==> config.mk <==
export PLATFORM = sky130hd
export DESIGN_NAME = accum_arbiter
export DESIGN_NICKNAME = d
export VERILOG_FILES = /design/src/rtl/accum_arb_pkg.sv /design/src/rtl/accum_rr_arb.sv /design/src/rtl/accum_arbiter.sv
export SDC_FILE = /design/constraint.sdc
export NUM_CORES = 1
export LEC_CHECK = 0
export CAP_MARGIN = 5
export CORE_AREA = 2 2 115 117
export DETAILED_ROUTE_END_ITERATION = 6
export DIE_AREA = 0 0 117 119
export PLACE_DENSITY = 0.81
export SLEW_MARGIN = 20
export SYNTH_ARGS = -nofsm -noshare
export SYNTH_HDL_FRONTEND = slang
export SYNTH_SLANG_ARGS = --single-unit
==> constraint.sdc <==
create_clock -name clk -period 3.5 [get_ports clk]
set_input_delay 0.525 -clock clk [delete_from_list [all_inputs] [get_ports clk]]
set_output_delay 0.525 -clock clk [all_outputs]
set_load 0.01 [all_outputs]
==> src/rtl/accum_arb_pkg.sv <==
// Shared types and width helpers for the accumulator round-robin arbiter.
// Holds the controller state encoding and default parameter values.
package accum_arb_pkg;

  localparam int DEF_NUM_REQ        = 4;
  localparam int DEF_ADD_WIDTH      = 32;
  localparam int DEF_ACCUM_WIDTH    = 2 * DEF_ADD_WIDTH;
  localparam int DEF_TIMEOUT_CYCLES = 255;

  typedef enum logic [1:0] {
    IDLE    = 2'd0,
    ISSUE   = 2'd1,
    RELEASE = 2'd2,
    ACK     = 2'd3
  } state_t;

  // Bits needed to index n items; never narrower than one bit.
  function automatic int idx_width(input int n);
    return (n <= 2) ? 1 : $clog2(n);
  endfunction

endpackage

==> src/rtl/accum_rr_arb.sv <==
// Combinational round-robin picker: first set req bit at or above rr_ptr,
// wrapping at NUM_REQ.
module accum_rr_arb
  import accum_arb_pkg::*;
#(
  parameter int NUM_REQ = DEF_NUM_REQ,
  parameter int IDX_W   = idx_width(NUM_REQ)
) (
  input  logic [NUM_REQ-1:0] req,
  input  logic [IDX_W-1:0]   rr_ptr,
  output logic [IDX_W-1:0]   grant,
  output logic               grant_valid
);

  logic [NUM_REQ-1:0] rotated;
  logic [IDX_W:0]     pos;

  // NOTE: every signal driven here gets a default first so no path can
  // leave it unassigned and infer a latch.
  always_comb begin
    grant       = '0;
    grant_valid = 1'b0;
    pos         = '0;
    // rotated[k] is requester (rr_ptr + k) mod NUM_REQ
    rotated     = NUM_REQ'({req, req} >> rr_ptr);
    // Walk downward so the smallest offset from rr_ptr wins.
    for (int k = NUM_REQ - 1; k >= 0; k--) begin
      if (rotated[k]) begin
        pos         = {1'b0, rr_ptr} + (IDX_W+1)'(k);
        grant_valid = 1'b1;
      end
    end
    if (pos >= (IDX_W+1)'(NUM_REQ)) begin
      pos = pos - (IDX_W+1)'(NUM_REQ);
    end
    grant = pos[IDX_W-1:0];
  end

endmodule

==> src/rtl/accum_arbiter.sv <==
// Round-robin controller sharing one accumulator between NUM_REQ requesters.
// Optional phase watchdog with ack_err output: define ACCUM_ARB_TIMEOUT_EN.
module accum_arbiter
  import accum_arb_pkg::*;
#(
  parameter int NUM_REQ        = DEF_NUM_REQ,
  parameter int ADD_WIDTH      = DEF_ADD_WIDTH,
  parameter int ACCUM_WIDTH    = 2 * ADD_WIDTH
`ifdef ACCUM_ARB_TIMEOUT_EN
  ,
  parameter int TIMEOUT_CYCLES = DEF_TIMEOUT_CYCLES
`endif
) (
  input  logic                         clk,
  input  logic                         reset,
  input  logic [NUM_REQ-1:0]           req,
  input  logic [NUM_REQ*ADD_WIDTH-1:0] req_add,
  output logic [NUM_REQ-1:0]           ack,
  output logic [ACCUM_WIDTH-1:0]       ack_sum,
  output logic                         busy,
  output logic                         acc_en,
  output logic [ADD_WIDTH-1:0]         acc_add,
  input  logic [ACCUM_WIDTH-1:0]       acc_accum,
  input  logic                         acc_done
`ifdef ACCUM_ARB_TIMEOUT_EN
  ,
  output logic                         ack_err
`endif
);

  localparam int IDX_W = idx_width(NUM_REQ);

  state_t             state_q, state_d;
  logic [IDX_W-1:0]   grant_q, grant_d;
  logic [IDX_W-1:0]   rr_ptr_q, rr_ptr_d;
  logic [IDX_W-1:0]   pick_idx;
  logic               pick_valid;
  logic               acc_en_d;
  logic [ADD_WIDTH-1:0]   acc_add_d;
  logic [NUM_REQ-1:0]     ack_d;
  logic [ACCUM_WIDTH-1:0] ack_sum_d;

`ifdef ACCUM_ARB_TIMEOUT_EN
  localparam int CNT_W = idx_width(TIMEOUT_CYCLES);
  logic [CNT_W-1:0] cnt_q, cnt_d;
  logic             ack_err_d;
  logic             timeout;
  assign timeout = (cnt_q == CNT_W'(TIMEOUT_CYCLES - 1));
`endif

  accum_rr_arb #(
    .NUM_REQ (NUM_REQ),
    .IDX_W   (IDX_W)
  ) u_rr_arb (
    .req         (req),
    .rr_ptr      (rr_ptr_q),
    .grant       (pick_idx),
    .grant_valid (pick_valid)
  );

  always_comb begin
    state_d   = state_q;
    grant_d   = grant_q;
    rr_ptr_d  = rr_ptr_q;
    acc_en_d  = acc_en;
    acc_add_d = acc_add;
    ack_d     = '0;
    ack_sum_d = ack_sum;
`ifdef ACCUM_ARB_TIMEOUT_EN
    cnt_d     = '0;
    ack_err_d = ack_err;
`endif

    unique case (state_q)
      IDLE: begin
        // A done still high here belongs to a handshake cut short by reset.
        if (!acc_done && pick_valid) begin
          grant_d   = pick_idx;
          acc_add_d = req_add[pick_idx*ADD_WIDTH +: ADD_WIDTH];
          acc_en_d  = 1'b1;
          state_d   = ISSUE;
        end
      end

      ISSUE: begin
`ifdef ACCUM_ARB_TIMEOUT_EN
        cnt_d = cnt_q + 1'b1;
`endif
        if (acc_done) begin
          acc_en_d = 1'b0;
          state_d  = RELEASE;
`ifdef ACCUM_ARB_TIMEOUT_EN
          cnt_d    = '0;
        end else if (timeout) begin
          acc_en_d       = 1'b0;
          ack_sum_d      = '0;
          ack_err_d      = 1'b1;
          ack_d[grant_q] = 1'b1;
          state_d        = ACK;
`endif
        end
      end

      RELEASE: begin
`ifdef ACCUM_ARB_TIMEOUT_EN
        cnt_d = cnt_q + 1'b1;
`endif
        if (!acc_done) begin
          ack_sum_d      = acc_accum;
          ack_d[grant_q] = 1'b1;
          state_d        = ACK;
`ifdef ACCUM_ARB_TIMEOUT_EN
          ack_err_d      = 1'b0;
        end else if (timeout) begin
          ack_sum_d      = '0;
          ack_err_d      = 1'b1;
          ack_d[grant_q] = 1'b1;
          state_d        = ACK;
`endif
        end
      end

      ACK: begin
        rr_ptr_d = (grant_q == IDX_W'(NUM_REQ - 1)) ? '0 : grant_q + 1'b1;
        state_d  = IDLE;
      end

      default: state_d = IDLE;
    endcase
  end

  // NOTE: state and registered outputs use non-blocking assignments so every
  // flop samples the pre-edge values, independent of statement order.
  always_ff @(posedge clk) begin
    if (reset) begin
      state_q  <= IDLE;
      grant_q  <= '0;
      rr_ptr_q <= '0;
      acc_en   <= 1'b0;
      acc_add  <= '0;
      ack      <= '0;
      ack_sum  <= '0;
      busy     <= 1'b0;
`ifdef ACCUM_ARB_TIMEOUT_EN
      cnt_q    <= '0;
      ack_err  <= 1'b0;
`endif
    end else begin
      state_q  <= state_d;
      grant_q  <= grant_d;
      rr_ptr_q <= rr_ptr_d;
      acc_en   <= acc_en_d;
      acc_add  <= acc_add_d;
      ack      <= ack_d;
      ack_sum  <= ack_sum_d;
      busy     <= (state_d != IDLE);
`ifdef ACCUM_ARB_TIMEOUT_EN
      cnt_q    <= cnt_d;
      ack_err  <= ack_err_d;
`endif
    end
  end

endmodule
==> results of run 1 <==
worst register-to-register path, delay by kind of cell, from the launching register on:
family                 cells  cell delay, ps
AO/OA/AOI/OAI              4            1040
flip-flops                 1             360
multiplexers               1             320
buffers and inverters      1             270
metal layers:
metal / up-vias / GRT usage (%) / wire (um)
met5: - / 0 / 0
met2: 233 / 38.80 / 7962
met3: 54 / 10.03 / 1965
met4: 0 / 14.56 / 876
li1: 2367 / - / -
met1: 2258 / 25.31 / 6118
how the worst min path moves through the flow:
stage,start,to,slack [ps],cells past startpoint
CTS,ack_sum[28]$_SDFFE_PP0P_,ack_sum[28]$_SDFFE_PP0P_,460,2
finish,ack_sum[47]$_SDFFE_PP0P_,ack_sum[47]$_SDFFE_PP0P_,450,2
floorplan,rr_ptr_q[0]$_SDFFE_PP0N_,rr_ptr_q[0]$_SDFFE_PP0N_,470,2
global placement,ack_sum[13]$_SDFFE_PP0P_,ack_sum[13]$_SDFFE_PP0P_,440,2
global route,ack_sum[37]$_SDFFE_PP0P_,ack_sum[37]$_SDFFE_PP0P_,480,2
detailed placement,acc_add[25]$_SDFFE_PP0P_,acc_add[25]$_SDFFE_PP0P_,450,2
placed cells by master, fill, tap and decap left out, types with 5 or more instances in the layout:
cell type and instances:
a21oi_1 71, buf_4 14, clkbuf_16 9, clkdlybuf4s50_1 299, dfxtp_1 108, inv_1 6
mux2i_1 66, nand2_1 163, nor2_1 5, o221ai_2 28
cell type report:
cell class	instances	area [um^2]	share of cell area, %
antenna	2	5.005	0.06086
inverter	6	22.52	0.2739
clock inverter	5	58.81	0.7152
timing repair buffer	316	3143	38.22
clock buffer	11	242.7	2.952
sequential	108	2162	26.29
tap	176	220.2	2.678
multi-input combinational	367	2369	28.80
cell usage after synthesis, drive strengths merged:
library cell / number
o21ai: 2
a221oi: 1
nand3b: 2
nor4: 2
nor2: 7
a22o: 1
nand2b: 2
a21oi: 73
nor3: 2
buf: 17
nand3: 1
nand2: 163
nor3b: 4
o221ai: 32
o21bai: 1
inv: 6
or2b: 2
ha: 4
clkbuf: 22
mux2i: 66
dfxtp: 108
or2: 1
or3b: 1
state kept, by name (all words and copies together), names as in the netlist:
register and flops:
ack_sum 64, state_q 2, rr_ptr_q 2, acc_add 32
ack 4, grant_q 2, busy 1, acc_en 1
kinds of logic (layout without fill, tap and decap cells):
family | after synthesis | after routing
muxes | 66 | 66
and+or+nand+nor | 187 | 187
AOI/OAI and AO/OA | 110 | 110
other | 0 | 2
buffers and inverters | 45 | 338
adders and majority gates | 4 | 4
DFF | 108 | 108
through the flow:
stage	hold WS, ps	cells
2_1_floorplan	474.6	520
3_3_place_gp	441.2	973
3_5_place_dp	445.1	973
4_1_cts	456.8	989
5_1_grt	479.8	989
6_report	453.6	991
power breakdown:
group          internal (mW)  leakage [nW]  switching [mW]  total (mW)
registers               1.28         0.877          0.0295        1.31
clock network          0.577         0.142           0.469        1.05
logic                  0.370          1.82           0.223       0.593
==> results.json, run 1 <==
{
  "setup_ws_ps": 1064,
  "yosys.area_share.adder_pct": 1.059,
  "core.rowCount": 42,
  "grt_remaining_overflow": 0,
  "stdcell_area_um2": 8223,
  "cp.required_ps": 3710,
  "finalMaxSlewViolations": 0,
  "rsz0062_at_grt": "false",
  "yosys_warnings": 0,
  "synth_nets": 723,
  "cts_max_path_buffers": 2,
  "drive_above_1_share_pct": 8.487,
  "coreArea_um2": 12870,
  "dp_hpwl_um": 13110,
  "fin_tns_setup_ps": 0,
  "netlist_instances": 520,
  "die-area_um2": 13920,
  "hold_viol_final": 0,
  "placed_cell_area_um2": 7916,
  "ff2ff_setup_slack_ps": 1380,
  "end_kind": "register",
  "r2r_cells": 6,
  "ys_seq_elements": 108,
  "synth_top_family_by_area": "compound AO/OA/AOI/OAI gates",
  "fmax_mhz": 410.5,
  "root_buffer": "clkbuf_16",
  "cp.depth": 7,
  "final_util_pct": 63.87,
  "grt_pass1_vias": 5090,
  "status": "complete, no violations",
  "critPathMaxFanout": 17,
  "yosys-mux-area-fraction_pct": 13.98,
  "postCtsSetupRepairBufs": 0,
  "drt_iter0_markers": 213,
  "clock_latency_ps": 340,
  "regToRegEndpoint": "acc_add[21]$_SDFFE_PP0P_",
  "crit_family": "compound AO/OA/AOI/OAI gates",
  "finalPower_mw": 2.948,
  "crit_type": "in2reg",
  "cp-startpoint": "req[0]",
  "cts_tree": "done",
  "synth_cell_types": 28,
  "io_pins": 301,
  "grt_pass1_wl_um": 25610,
  "cts_inserted_buffers": 9,
  "synth_top_area_share_pct": 45.76,
  "cts.clk_slew.worst_paths_ps": 70,
  "crit_path_max_incr_delay_ps": 640,
  "path_cells": "clkdlybuf4s50_1 > a21oi_1 > o21ai_0 > a21oi_4 > buf_4 > mux2i_1 > o221ai_2",
  "vdd_drop_max_mv": 0.2544,
  "power.density_nw_per_um2": 358.5,
  "die_h_um": 119,
  "ant_nets": 0,
  "avgSynthCellArea_um2": 9.086,
  "cp.arrival_ps": 2650,
  "holdBufCountCts": 0,
  "p_leak_nw": 2.840,
  "via_count": 4912,
  "grt_start_max_net_pins": 69,
  "finalSetupViolCount": 0,
  "preCtsSetupSlack_ps": 710.3,
  "synth_xor_area_share_pct": 0,
  "wirelength_um": 16920,
  "drtPass1Iterations": 4,
  "start_util_pct": 36.70,
  "detail_route.wl_per_cell_um": 17.08,
  "fin_worst_skew_ps": 7.373,
  "worstHoldPathType": "reg2reg",
  "synth_compound_area_share_pct": 18.19,
  "antenna_found_initial": 2,
  "via_per_inst": 4.957,
  "syn_to_final_growth_pct": 74.05,
  "cts_sinks": 108,
  "worstSetupEndpoint": "acc_add[21]$_SDFFE_PP0P_",
  "grtUsageTotal_pct": 23.86,
  "port_buffers": 300,
  "crit_path_top_delay_cell": "a21oi_4",
  "synth_top_area_cell": "dfxtp_1",
  "timing.rr.start": "rr_ptr_q[1]$_SDFFE_PP0N_",
  "cts_resized": 0,
  "die_w_um": 117,
  "worst_pin_slew_ps": 743.1,
  "drv_cap": 0,
  "fill_cells": 1034,
  "htree_num_levels": 3,
  "slew_headroom_pct": 50.35,
  "yosys.area_share.simple_pct": 16.39,
  "fin_nets": 1011,
  "synthTopCellsByArea": "dfxtp_1 (46%), mux2i_1 (14%), nand2_1 (13%)",
  "period_minus_slack_ps": 2436,
  "synth.yosys.seq_area_share_pct": 45.76,
  "finalCritPeriodShare_pct": 69.60,
  "startpoint_type": "input port",
  "synth_area_um2": 4725,
  "drc": 0,
  "place_congestion": 0.8302,
  "path_buf_inv": 2
}
No activity file was read; power rests on OpenSTA's default activity.
==> run 2: changes to the inputs <==
--- a/config.mk
+++ b/config.mk
@@ -6,10 +6,10 @@
 export NUM_CORES = 1
 export LEC_CHECK = 0
 export CAP_MARGIN = 5
-export CORE_AREA = 2 2 115 117
+export CORE_AREA = 2 2 117 119
 export DETAILED_ROUTE_END_ITERATION = 6
-export DIE_AREA = 0 0 117 119
-export PLACE_DENSITY = 0.81
+export DIE_AREA = 0 0 119 121
+export PLACE_DENSITY = 0.79
 export SLEW_MARGIN = 20
 export SYNTH_ARGS = -nofsm -noshare
 export SYNTH_HDL_FRONTEND = slang
==> constraint.sdc (replaced) <==
create_clock -name clk -period 2.45 [get_ports clk]
set_input_delay 0.3675 -clock clk [delete_from_list [all_inputs] [get_ports clk]]
set_output_delay 0.3675 -clock clk [all_outputs]
set_load 0.01 [all_outputs]
==> run 2 against run 1 <==
Design area increased by 0.56%. Register-to-register slack got worse by 1000 ps. Critical path depth did not move. First-iteration DRC count decreased by 2.3%. Hold slack got worse by 100 ps. Setup slack worse by 830 ps. Flip-flop and latch count unchanged. Sequential share of layout area decreased by 0.15 points. Non-clock buffer count did not move. Critical endpoint is now acc_add[11]$_SDFFE_PP0P_. Largest cell class unchanged. Largest power group unchanged.
==> results.json, run 2 (synthesis gave the netlist of run 1 again) <==
{
  "die-area_um2": 14400,
  "swShare_pct": 24.97,
  "grtUsageTotal_pct": 22.72,
  "clkPwrFrac_pct": 34.5,
  "vdd_drop_max_mv": 0.3174,
  "rsz0062_at_grt": "false",
  "fin_nets": 1012,
  "cp.required_ps": 2670,
  "power.density_nw_per_um2": 502.5,
  "switching_power_mw": 1.037,
  "finalCritPeriodShare_pct": 90.45,
  "via_per_inst": 4.863,
  "grt_pass1_wl_um": 25760,
  "final_util_pct": 63.20,
  "die_h_um": 121,
  "cp-startpoint": "req[0]",
  "startpoint_type": "input port",
  "hold_viol_final": 0,
  "place_congestion": 0.8871,
  "ant_nets": 0,
  "grt_start_max_net_pins": 65,
  "via_count": 4814,
  "drive_above_1_share_pct": 8.722,
  "syn_to_final_growth_pct": 75.03,
  "cp.arrival_ps": 2440,
  "postCtsSetupRepairBufs": 0,
  "finalSetupViolCount": 0,
  "core.rowCount": 42,
  "antenna_found_initial": 0,
  "wirelength_um": 16780,
  "grt_remaining_overflow": 0,
  "preCtsSetupSlack_ps": -262.1,
  "reg_top3": "ack_sum (64), acc_add (32), ack (4)",
  "slew_headroom_pct": 50.65,
  "fin_worst_skew_ps": 6.987,
  "clock_latency_ps": 350,
  "end_kind": "register",
  "detail_route.wl_per_cell_um": 16.94,
  "critPathMaxFanout": 33,
  "worstHoldPathType": "in2reg",
  "drtPass1Iterations": 4,
  "fmax_mhz": 451.3,
  "cts_inserted_buffers": 9,
  "cts.clk_slew.worst_paths_ps": 70,
  "p_int_mw": 3.118,
  "drt_iter0_markers": 208,
  "timing.rr.start": "rr_ptr_q[1]$_SDFFE_PP0N_",
  "p_comb_share_pct": 20.5,
  "io_pins": 301,
  "worstSetupEndpoint": "acc_add[11]$_SDFFE_PP0P_",
  "p_leak_nw": 2.857,
  "dp_hpwl_um": 12780,
  "cts_tree": "done",
  "setup_ws_ps": 234.1,
  "drc": 0,
  "drv_cap": 0,
  "htree_num_levels": 3,
  "largest_reg_flops": 64,
  "holdBufCountCts": 0,
  "ff2ff_setup_slack_ps": 370,
  "antennaDiodeCount": 0,
  "coreArea_um2": 13090,
  "root_buffer": "clkbuf_16",
  "die_w_um": 119,
  "mostFrequentLayoutCell": "clkdlybuf4s50_1",
  "crit_type": "in2reg",
  "top_register": "ack_sum",
  "finalPower_mw": 4.155,
  "worst_pin_slew_ps": 740.2,
  "cts_sinks": 108,
  "status": "complete, no violations",
  "power_frac_seq_pct": 45.0,
  "period_minus_slack_ps": 2216,
  "start_util_pct": 36.11,
  "finalMaxSlewViolations": 0,
  "cts_max_path_buffers": 2,
  "final_cell_mix": "clkdlybuf4s50_1 (299), nand2_1 (163), dfxtp_1 (108)",
  "port_buffers": 300,
  "grt_pass1_vias": 4978,
  "r2r_cells": 6,
  "regToRegEndpoint": "acc_add[11]$_SDFFE_PP0P_"
}
[run 2: final cells by class]
cell class | instances | area [um^2]
inverters | 6 | 22.52
fillers | 1056 | 4816
clock inverters | 5 | 41.29
well taps | 176 | 220.2
flip-flops and latches | 108 | 2162
multi-input cells | 368 | 2377
clock buffers | 11 | 252.7
repair buffers | 316 | 3193
[run 2: critical path, stage by stage]
cell,delay (ps)
clkdlybuf4s50_1,450
a21oi_1,150
o21ai_0,230
a21oi_4,510
buf_12,310
mux2i_1,270
o221ai_2,120
[run 2: stage by stage]
| stage | hold WS (ps) | std cells | area (um^2) | TNS, ps |
|---|---|---|---|---|
| finish | 353.0 | 990 | 8269 | 0 |
| global route | 347.5 | 990 | 8269 | 0 |
| CTS | 330.1 | 989 | 8260 | 0 |
| detailed placement | 446.2 | 973 | 7966 | -5875 |
| global placement | 441.4 | 973 | 7966 | -4788 |
| floorplan | 443.7 | 520 | 4725 | 0 |
[run 2: power groups by stage]
stage               Clock (mW)  Combinational, mW  Sequential (mW)
finish                    1.43              0.851             1.87
global route              1.55              0.908             1.88
CTS                       1.48              0.853             1.87
detailed placement           0              0.850             1.91
global placement             0              0.834             1.91
floorplan                    0              0.279             1.94
[run 2: what timing repair did]
item                       in CTS  in global routing
gates resized for setup         0                  0
setup endpoints to repair       0                  3
hold endpoints to repair        0                  0
[run 2: worst min-delay path by stage]
stage	startpoint	endpoint	slack, ps	cells past startpoint
6_report	reset	grant_q[0]$_SDFFE_PP0P_	350	2
5_1_grt	reset	grant_q[0]$_SDFFE_PP0P_	350	2
4_1_cts	reset	rr_ptr_q[0]$_SDFFE_PP0N_	330	2
3_5_place_dp	ack_sum[20]$_SDFFE_PP0P_	ack_sum[20]$_SDFFE_PP0P_	450	2
3_3_place_gp	ack_sum[36]$_SDFFE_PP0P_	ack_sum[36]$_SDFFE_PP0P_	440	2
2_1_floorplan	reset	state_q[1]$_SDFF_PP0_	440	1
[run 2: per-layer routing]
metal  global-route usage (%)  share of wire, %  up-vias
li1                         -                 -     2369
met1                    24.72                38     2218
met2                    39.94                50      206
met3                    9.727                10       21
met4                    7.143               2.0        0
met5                        0                 0        -
==> run 3: changes to the inputs <==
--- a/config.mk
+++ b/config.mk
@@ -9,8 +9,9 @@
 export CORE_AREA = 2 2 117 119
 export DETAILED_ROUTE_END_ITERATION = 6
 export DIE_AREA = 0 0 119 121
-export PLACE_DENSITY = 0.79
-export SLEW_MARGIN = 20
+export DONT_BUFFER_PORTS = 1
+export PLACE_DENSITY = 0.49
+export SLEW_MARGIN = 10
 export SYNTH_ARGS = -nofsm -noshare
 export SYNTH_HDL_FRONTEND = slang
 export SYNTH_SLANG_ARGS = --single-unit
==> run 3 against run 2 <==
Combinational power fell by 64%. Clock skew fell by 3.5 ps. Flip-flop and latch count did not move. Sequential share of layout area rose by 16 points. Critical path type is now reg2reg. Largest cell class is now multi-input gates.
==> results.json, run 3 (synthesis gave the netlist of run 1 again) <==
{
  "status": "complete, no violations",
  "finalCritPeriodShare_pct": 75.30,
  "preCtsSetupSlack_ps": 599.4,
  "fin_worst_skew_ps": 3.492,
  "cts_inserted_buffers": 9,
  "multiInputGateArea_um2": 2369,
  "fin_nets": 703,
  "syn_to_final_growth_pct": 9.322,
  "clock_latency_ps": 340,
  "antenna_found_initial": 0,
  "rsz0062_at_grt": "false",
  "htree_num_levels": 3,
  "cp.required_ps": 2720,
  "grt_start_max_net_pins": 79,
  "startpoint_type": "register",
  "slew_headroom_pct": 58.17,
  "postCtsSetupRepairBufs": 0,
  "drt-met1-wl_um": 4919,
  "wl_met3_um": 1355,
  "drtPass1Iterations": 4,
  "via_per_inst": 5.380,
  "p_leak_nw": 1.681,
  "crit_path_top_delay_cell": "or3b_2",
  "finalSetupViolCount": 0,
  "die_h_um": 121,
  "core.rowCount": 42,
  "ant_nets": 0,
  "crit_path_max_incr_delay_ps": 520,
  "fin_tns_setup_ps": 0,
  "reg_top3": "ack_sum (64), acc_add (32), ack (4)",
  "topRoutingLayerUsed": "met4",
  "hold_viol_final": 0,
  "end_kind": "register",
  "start_util_pct": 36.11,
  "fmax_mhz": 542.0,
  "drive_above_1_share_pct": 11.88,
  "vdd_drop_max_mv": 0.3607,
  "cts_resized": 0,
  "detail_route.wl_per_cell_um": 18.93,
  "critPathMaxFanout": 32,
  "cts.clk_slew.worst_paths_ps": 70,
  "cts_sinks": 108,
  "grt_pass1_vias": 3500,
  "holdBufCountCts": 0,
  "top_register": "ack_sum",
  "wirelength_um": 12890,
  "cp.arrival_ps": 2110,
  "die-area_um2": 14400,
  "finalMaxSlewViolations": 0,
  "drv_cap": 0,
  "grt_remaining_overflow": 0,
  "setup_ws_ps": 605.1,
  "power.density_nw_per_um2": 710.7,
  "worst_pin_slew_ps": 627.5,
  "port_buffers": 0,
  "path_cells": "nor4_4 > or3b_2 > buf_12 > o221ai_1",
  "antennaDiodeCount": 0,
  "via_count": 3664,
  "grtUsageTotal_pct": 16.88,
  "crit_type": "reg2reg",
  "final_cell_mix": "nand2_1 (163), dfxtp_1 (108), a21oi_1 (71)",
  "cts_max_path_buffers": 2,
  "die_w_um": 119,
  "period_minus_slack_ps": 1845,
  "worstHoldPathType": "in2reg",
  "drt_iter0_markers": 175,
  "wl_met2_um": 6375,
  "dp_hpwl_um": 9542,
  "coreArea_um2": 13090,
  "fill_cells": 1311,
  "mostFrequentLayoutCell": "nand2_1",
  "grt_pass1_wl_um": 18870,
  "largest_reg_flops": 64,
  "cts_tree": "done",
  "root_buffer": "clkbuf_16",
  "io_pins": 301,
  "drc": 0,
  "ff_latch_area_um2": 2162,
  "place_congestion": 0.8049
}
## run 3: critical path, delay by kind of cell (launching register included)
kind,cells,cell delay (ps)
and+or+nand+nor,2,970
DFF,1,390
buffers and inverters,1,210
AOI/OAI and AO/OA,1,200
## run 3: power breakdown
group / internal (mW) / switching, mW
combinational: 0.140 / 0.167
sequential: 1.83 / 0.0926
clock: 0.794 / 0.649
total: 2.76 / 0.909
## run 3: area by class of cell
class                      count  share of cell area (%)
clock inverter                 6                   1.260
clock buffer                  10                   4.433
multi-input combinational    367                   45.86
timing repair buffer           8                   1.890
sequential                   108                   41.86
inverter                       6                  0.4360
tap                          176                   4.264
## run 3: final timing paths
| check | from | endpoint | slack [ps] | depth (start not counted) |
|---|---|---|---|---|
| setup reg to reg | state_q[1]$_SDFF_PP0_ | acc_add[29]$_SDFFE_PP0P_ | 610 | 4 |
| hold / removal | reset | ack_sum[10]$_SDFFE_PP0P_ | 90 | 1 |
| setup / recovery | state_q[1]$_SDFF_PP0_ | acc_add[29]$_SDFFE_PP0P_ | 610 | 4 |
| hold reg to reg | ack_sum[19]$_SDFFE_PP0P_ | ack_sum[19]$_SDFFE_PP0P_ | 500 | 2 |
## run 3: through the flow
stage | cell area (um^2) | std cells | hold slack [ps] | utilization [%] | power (mW)
after floorplan | 4725 | 520 | 443.7 | - | 2.218
final | 5165 | 681 | 87.84 | 39.47 | 3.671
after detailed placement | 4871 | 665 | 444.5 | 37.23 | 2.276
after global placement | 4871 | 665 | 442.2 | 37.23 | 2.265
after CTS | 5165 | 681 | 65.59 | 39.47 | 3.741
after global routing | 5165 | 681 | 64.07 | 39.47 | 3.839
## run 3: routing by layer
metal,vias to the layer above,track usage [%]
met2,183,28.16
met5,-,0
li1,1757,-
met1,1705,18.73
met3,19,7.425
met4,0,7.217
